File: config.mk
export PLATFORM = sky130hd
export DESIGN_NAME = word_serializer
export DESIGN_NICKNAME = d
export VERILOG_FILES = /design/src/rtl/word_serializer.sv
export SDC_FILE = /design/constraint.sdc
export NUM_CORES = 1
export LEC_CHECK = 0
export ABC_AREA = 1
export ABC_CLOCK_PERIOD_IN_PS = 4200
export BUFFER_PORTS_ARGS = -buffer_cell sky130_fd_sc_hd__buf_4
export CORE_ASPECT_RATIO = 1.4
export CORE_MARGIN = 10
export CORE_UTILIZATION = 60
export DETAILED_ROUTE_END_ITERATION = 10
export HOLD_SLACK_MARGIN = 0.15
export PLACE_DENSITY_LB_ADDON = 0.1
export SYNTH_ARGS = -nofsm -noshare
export SYNTH_HDL_FRONTEND = slang
export SYNTH_SLANG_ARGS = --single-unit
File: constraint.sdc
create_clock -name clk -period 4.2 [get_ports clk]
set_input_delay 0.84 -clock clk [delete_from_list [all_inputs] [get_ports clk]]
set_output_delay 0.84 -clock clk [all_outputs]
set_load 0.02 [all_outputs]
File: src/rtl/word_serializer.sv
`default_nettype none
// +--------------------------------------------------------------------------+
// | word_serializer                                                          |
// | Parallel-to-serial converter: one WIDTH-bit word out as WIDTH beats on a |
// | valid/ready serial port, flagging the final bit of each word.            |
// | Revision: 1.0                                                            |
// +--------------------------------------------------------------------------+
module word_serializer #(
  parameter int WIDTH     = 32,
  parameter bit LSB_FIRST = 1'b1
) (
  input  logic             clk,
  input  logic             reset_n,
  input  logic [WIDTH-1:0] in_data,
  input  logic             in_valid,
  output logic             in_ready,
  output logic             out_bit,
  output logic             out_valid,
  input  logic             out_ready,
  output logic             out_last,
  output logic             busy
);

  localparam int                 c_CNT_W = $clog2(WIDTH);
  localparam logic [c_CNT_W-1:0] c_LAST  = c_CNT_W'(WIDTH - 1);
  localparam logic [c_CNT_W-1:0] c_ONE   = c_CNT_W'(1);

  typedef enum logic [0:0] {
    S_IDLE  = 1'b0,
    S_SHIFT = 1'b1
  } state_t;

  state_t             r_state;
  logic [WIDTH-1:0]   r_sr;
  logic [c_CNT_W-1:0] r_count;

  logic             w_head;
  logic [WIDTH-1:0] w_shifted;
  logic             w_shift;
  logic             w_last;
  logic             w_beat;

  // Output end of the shift register and its one-step advance (zero fill).
  generate
    if (LSB_FIRST) begin : g_lsb_first
      assign w_head    = r_sr[0];
      assign w_shifted = {1'b0, r_sr[WIDTH-1:1]};
    end else begin : g_msb_first
      assign w_head    = r_sr[WIDTH-1];
      assign w_shifted = {r_sr[WIDTH-2:0], 1'b0};
    end
  endgenerate

  assign w_shift = (r_state == S_SHIFT);
  assign w_last  = (r_count == '0);
  assign w_beat  = w_shift & out_ready;

  assign out_valid = w_shift;
  assign busy      = w_shift;
  assign out_bit   = w_shift & w_head;
  assign out_last  = w_shift & w_last;
  // Combinational from out_ready so a new word can be taken on the last beat.
  assign in_ready  = (r_state == S_IDLE) | (w_beat & w_last);

  always_ff @(posedge clk or negedge reset_n) begin
    if (!reset_n) begin
      r_state <= S_IDLE;
      r_sr    <= '0;
      r_count <= '0;
    end else begin
      case (r_state)
        S_IDLE: begin
          if (in_valid) begin
            r_sr    <= in_data;
            r_count <= c_LAST;
            r_state <= S_SHIFT;
          end
        end
        S_SHIFT: begin
          if (w_beat) begin
            if (!w_last) begin
              r_sr    <= w_shifted;
              r_count <= r_count - c_ONE;
            end else if (in_valid) begin
              r_sr    <= in_data;
              r_count <= c_LAST;
            end else begin
              r_state <= S_IDLE;
            end
          end
        end
        default: r_state <= S_IDLE;
      endcase
    end
  end

endmodule
`default_nettype wire

---- Yosys cells after proc, flatten, opt, wreduce, memory -nomap -nowiden ----
Cells that the tools add are included.
operators by class
  $lt $le $gt $ge ......................... 0
  $mul .................................... 0
  shifts and indexed selects .............. 0
  add/subtract/negate cells ............... 1
  bitwise logic cells ..................... 6
  div/mod/pow operators ................... 0
  reduce and logical (&&, ||, !) cells .... 1
  multiplexer cells ....................... 12
  eq/ne operators ......................... 1
operators with widths
  cell                                                                     number
  32-bit 2-to-1 mux                                                        3
  32-bit one-hot mux with 2 select lines                                   1
  5-bit 2-to-1 mux                                                         3
  5-bit one-hot mux with 2 select lines                                    1
  5-bit logical NOT                                                        1
  5-bit by 1-bit subtractor with 5-bit output, second input constant       1
  1-bit AND                                                                4
  1-bit 2-to-1 mux                                                         3
  2-bit by 1-bit inequality test with 1-bit output, second input constant  1
  1-bit one-hot mux with 2 select lines                                    1
  1-bit inverter                                                           1
  1-bit OR                                                                 1
word-level totals
  bits in read-only memories .............. 0
  bits in latches ......................... 0
  logic and storage cells ................. 24
  bits of input ports ..................... 36
  register bits after elaboration ......... 38
  memory bits (writable) .................. 0
  memories kept ........................... 0
  output and inout port bits .............. 5

---- Depth between registers and ports, before layout ----
  depth in word-level cells ............... 4
  gate-level depth with buffers ........... 9
  depth with buffers taken out ............ 8

---- Least setup slack after synthesis ----
No wires, ideal clock.
  kind .................................... reg2out
  start point ............................. register r_count[0]
  end point ............................... output port in_ready
  arrival time ............................ 1.486 ns
  stages on the path, launching flop included .. 6
  required time ........................... 3.360 ns
  slack ................................... 1.874 ns
  path buffers ............................ 1
  path through ............................ dfrtp_1 -> inv_1 -> ha_1 -> nand3_2 -> buf_2 -> o21ai_0
on the way
  word-level cells in the longest chain between the ends .. 3
ends and longest elaborated chain
  what                    RTL line  text
  from (decl)             35        logic [c_CNT_W-1:0] r_count;
  from (signal assigned)  75        r_count <= c_LAST;
  from (signal assigned)  83        r_count <= r_count - c_ONE;
  from (signal assigned)  86        r_count <= c_LAST;
  5-bit logical NOT       55        assign w_last = (r_count == '0);
  1-bit AND               63        assign in_ready = (r_state == S_IDLE) | (w_beat & w_last);
  1-bit OR                63
  to (decl)               16        output logic in_ready,
Every way passes these cells.

---- Worst setup path after layout ----
Ends and elaborated chain as after synthesis.

==> impl_metrics.env <==
export IMPL_ys_seq_area_share_pct=40.47
export IMPL_first_pass_iters=4
export IMPL_rows=26
export IMPL_final_setup_viol_count=0
export IMPL_viasPerCell=5.338
export IMPL_hold_buffers=0
export IMPL_drc=0
export IMPL_drive_above_1_share_pct=23.36
export IMPL_final_setup_tns_ns=0
export IMPL_cts_resized=0
export IMPL_syn_area_per_cell_um2=7.320
export IMPL_grt_use_total_pct=16.61
export IMPL_globalRoute_totalOverflow=0
export IMPL_hold_depth=2
export IMPL_synth_area_mm2=0.002350
export IMPL_synth_cell_types=23
export IMPL_layout_min_cycle_time_ns=3.065
export IMPL_syn_to_final_growth_pct=14.70
export IMPL_clock_root_buffer="clkbuf_8"
export IMPL_slew_headroom_pct=27.77
export IMPL_worstSetupPathType="reg2out"
export IMPL_die_y_um=94.05
export IMPL_clkLatencyLatePin_ns=0.29
export IMPL_synth_seq_cells=38
export IMPL_fin_skew_ns=0.005753
export IMPL_vias=2098
export IMPL_fmax_mhz=326.3
export IMPL_gp_congestion=0.7767
export IMPL_power_density_mw_per_mm2=500.6
export IMPL_worst_setup_path_start_kind="register"
export IMPL_die_area_mm2=0.006855
export IMPL_grt_pass1_vias=2190
export IMPL_wl_met2_mm=2.773
export IMPL_post_place_ws_ns=1.480
export IMPL_drv_slew=0
export IMPL_ir_worst_vdd_uv=354.5
export IMPL_leakage_nw=1.382
export IMPL_wl_met3_um=273
export IMPL_cts_buffer_depth=2
export IMPL_path_max_fanout=32
export IMPL_r2r_cells=8
export IMPL_r2r_slack_ns=1.47
export IMPL_required_ns=3.36
export IMPL_n_antenna_cell=0
export IMPL_start_util_pct=63.36
export IMPL_yosys_warnings=0
export IMPL_critPathArrivalTime_ns=2.22
export IMPL_wl_met1_mm=2.201
export IMPL_cap_violations=0
export IMPL_cts_sinks=38
export IMPL_outcome="completed"
export IMPL_cts_htree_levels=2
export IMPL_dieWidth_um=72.89
export IMPL_dr_max_layer_used="met4"
export IMPL_drt_wl_total_mm=5.290
export IMPL_cts_setup_buffers=0
export IMPL_grt_max_degree=39
export IMPL_synth_cells=321
export IMPL_cts_made_buffers=5
export IMPL_worst_pin_slew_ns=1.081
export IMPL_ios=41
export IMPL_dp_hpwl_mm=3.432
export IMPL_fin_nets=388
export IMPL_hold_path_class="reg2reg"
export IMPL_ant_nets=0
export IMPL_cts_tree="done"
export IMPL_synth_nets=358
export IMPL_port_buffers=40
export IMPL_grt_pass1_wl_mm=9.432
export IMPL_crit_path_end_kind="primary output"
export IMPL_worst_slack_ns=1.135
export IMPL_finalHoldViolCount=0
export IMPL_clk_pin_slew_ns=0.07
export IMPL_antenna_found_initial=0
export IMPL_finalCritPeriodShare_pct=72.97
export IMPL_core_mm2=0.003709
export IMPL_rsz0062_at_grt="no"
export IMPL_drt_iter0_drc=194
export IMPL_wire_per_inst_um=13.46
-- cell type report --
class / count / area, µm²
Inverter: 46 / 175.2
Timing Repair Buffer: 43 / 322.8
Multi-Input combinational cell: 217 / 1117
Clock buffer: 7 / 76.32
Tap cell: 42 / 52.55
Fill cell: 346 / 1013
Sequential cell: 38 / 950.9
-- critical path: stages (launching register included) --
cell     delay [ns]
dfrtp_1        0.37
inv_1          0.12
ha_1           0.24
nand3_2        0.52
o21ai_0        0.48
buf_4          0.21
-- sequential cells by signal, indices dropped and copies added, names as in the netlist --
name,cells
r_count,5
busy,1
r_sr,32
-- worst paths after layout --
path | end | from
worst max-delay path | in_ready | r_count[0]
worst min-delay path | r_count[1] | r_count[1]
worst max register to register | r_sr[21] | r_count[0]
worst min register to register | r_count[1] | r_count[1]
max in group asynchronous | r_sr[23] | reset_n
min in group asynchronous | r_sr[2] | reset_n
-- cell usage in the layout (no fill, tap or decap) --
| master | count |
|---|---|
| clkbuf_1 | 2 |
| nand3b_1 | 30 |
| clkinv_1 | 1 |
| o22ai_1 | 1 |
| inv_4 | 1 |
| inv_2 | 3 |
| buf_4 | 43 |
| nand3_1 | 58 |
| ha_1 | 1 |
| o21ai_1 | 1 |
| dfrtp_1 | 38 |
| nor4_1 | 1 |
| nand2_1 | 72 |
| or2_2 | 26 |
| nor2_1 | 14 |
| clkbuf_8 | 5 |
| inv_1 | 41 |
| a21oi_1 | 1 |
| nand2_2 | 1 |
| nand3_2 | 1 |
| nor2_4 | 2 |
| o21ai_0 | 6 |
| nand4_1 | 2 |
-- stage by stage --
step	hold WS [ns]	area (µm²)	utilization, %	instances	power (mW)
finish	0.4896	2695	72.67	393	1.349
global route	0.5305	2695	72.67	393	1.479
CTS	0.4907	2695	72.67	393	1.360
detailed placement	0.4708	2619	70.61	386	1.117
global placement	0.4709	2619	70.61	386	1.095
floorplan	0.4529	2350	-	321	0.9918
-- power by group --
part | internal, mW | switching, mW
registers | 0.502 | 0.0688
clock network | 0.114 | 0.125
logic | 0.237 | 0.303
-- metal layers --
metal  vias up  global-route usage [%]
met3         6                   4.339
li1       1066                       -
met1       973                   19.39
met4         0                   5.397
met2        53                   28.48
met5         -                       0
-- synth_stat cells (all sizes together) --
cell type | count | area share, %
nand2 | 73 | 12
nand3 | 59 | 13
inv | 45 | 7.3
dfrtp | 38 | 40
nand3b | 30 | 9.6
or2 | 26 | 6.9
nor2 | 16 | 3.2
buf | 15 | 3.7
o21ai | 7 | 1.5
clkbuf | 5 | 0.80
nand4 | 2 | 0.53
a21oi | 1 | 0.21
clkinv | 1 | 0.16
ha | 1 | 0.53
nor4 | 1 | 0.27
o22ai | 1 | 0.27
-- kinds of logic (layout without fill, tap and decap cells) --
group                    Yosys count  in the layout  synth area share (%)
adder cells (fa/ha/maj)            1              1                0.5324
AO/OA/AOI/OAI                      9              9                 1.970
buffers and inverters             66             96                 11.98
flip-flops                        38             38                 40.47
AND/OR/NAND/NOR                  207            207                 45.05
(Power assumes the default switching activity.)
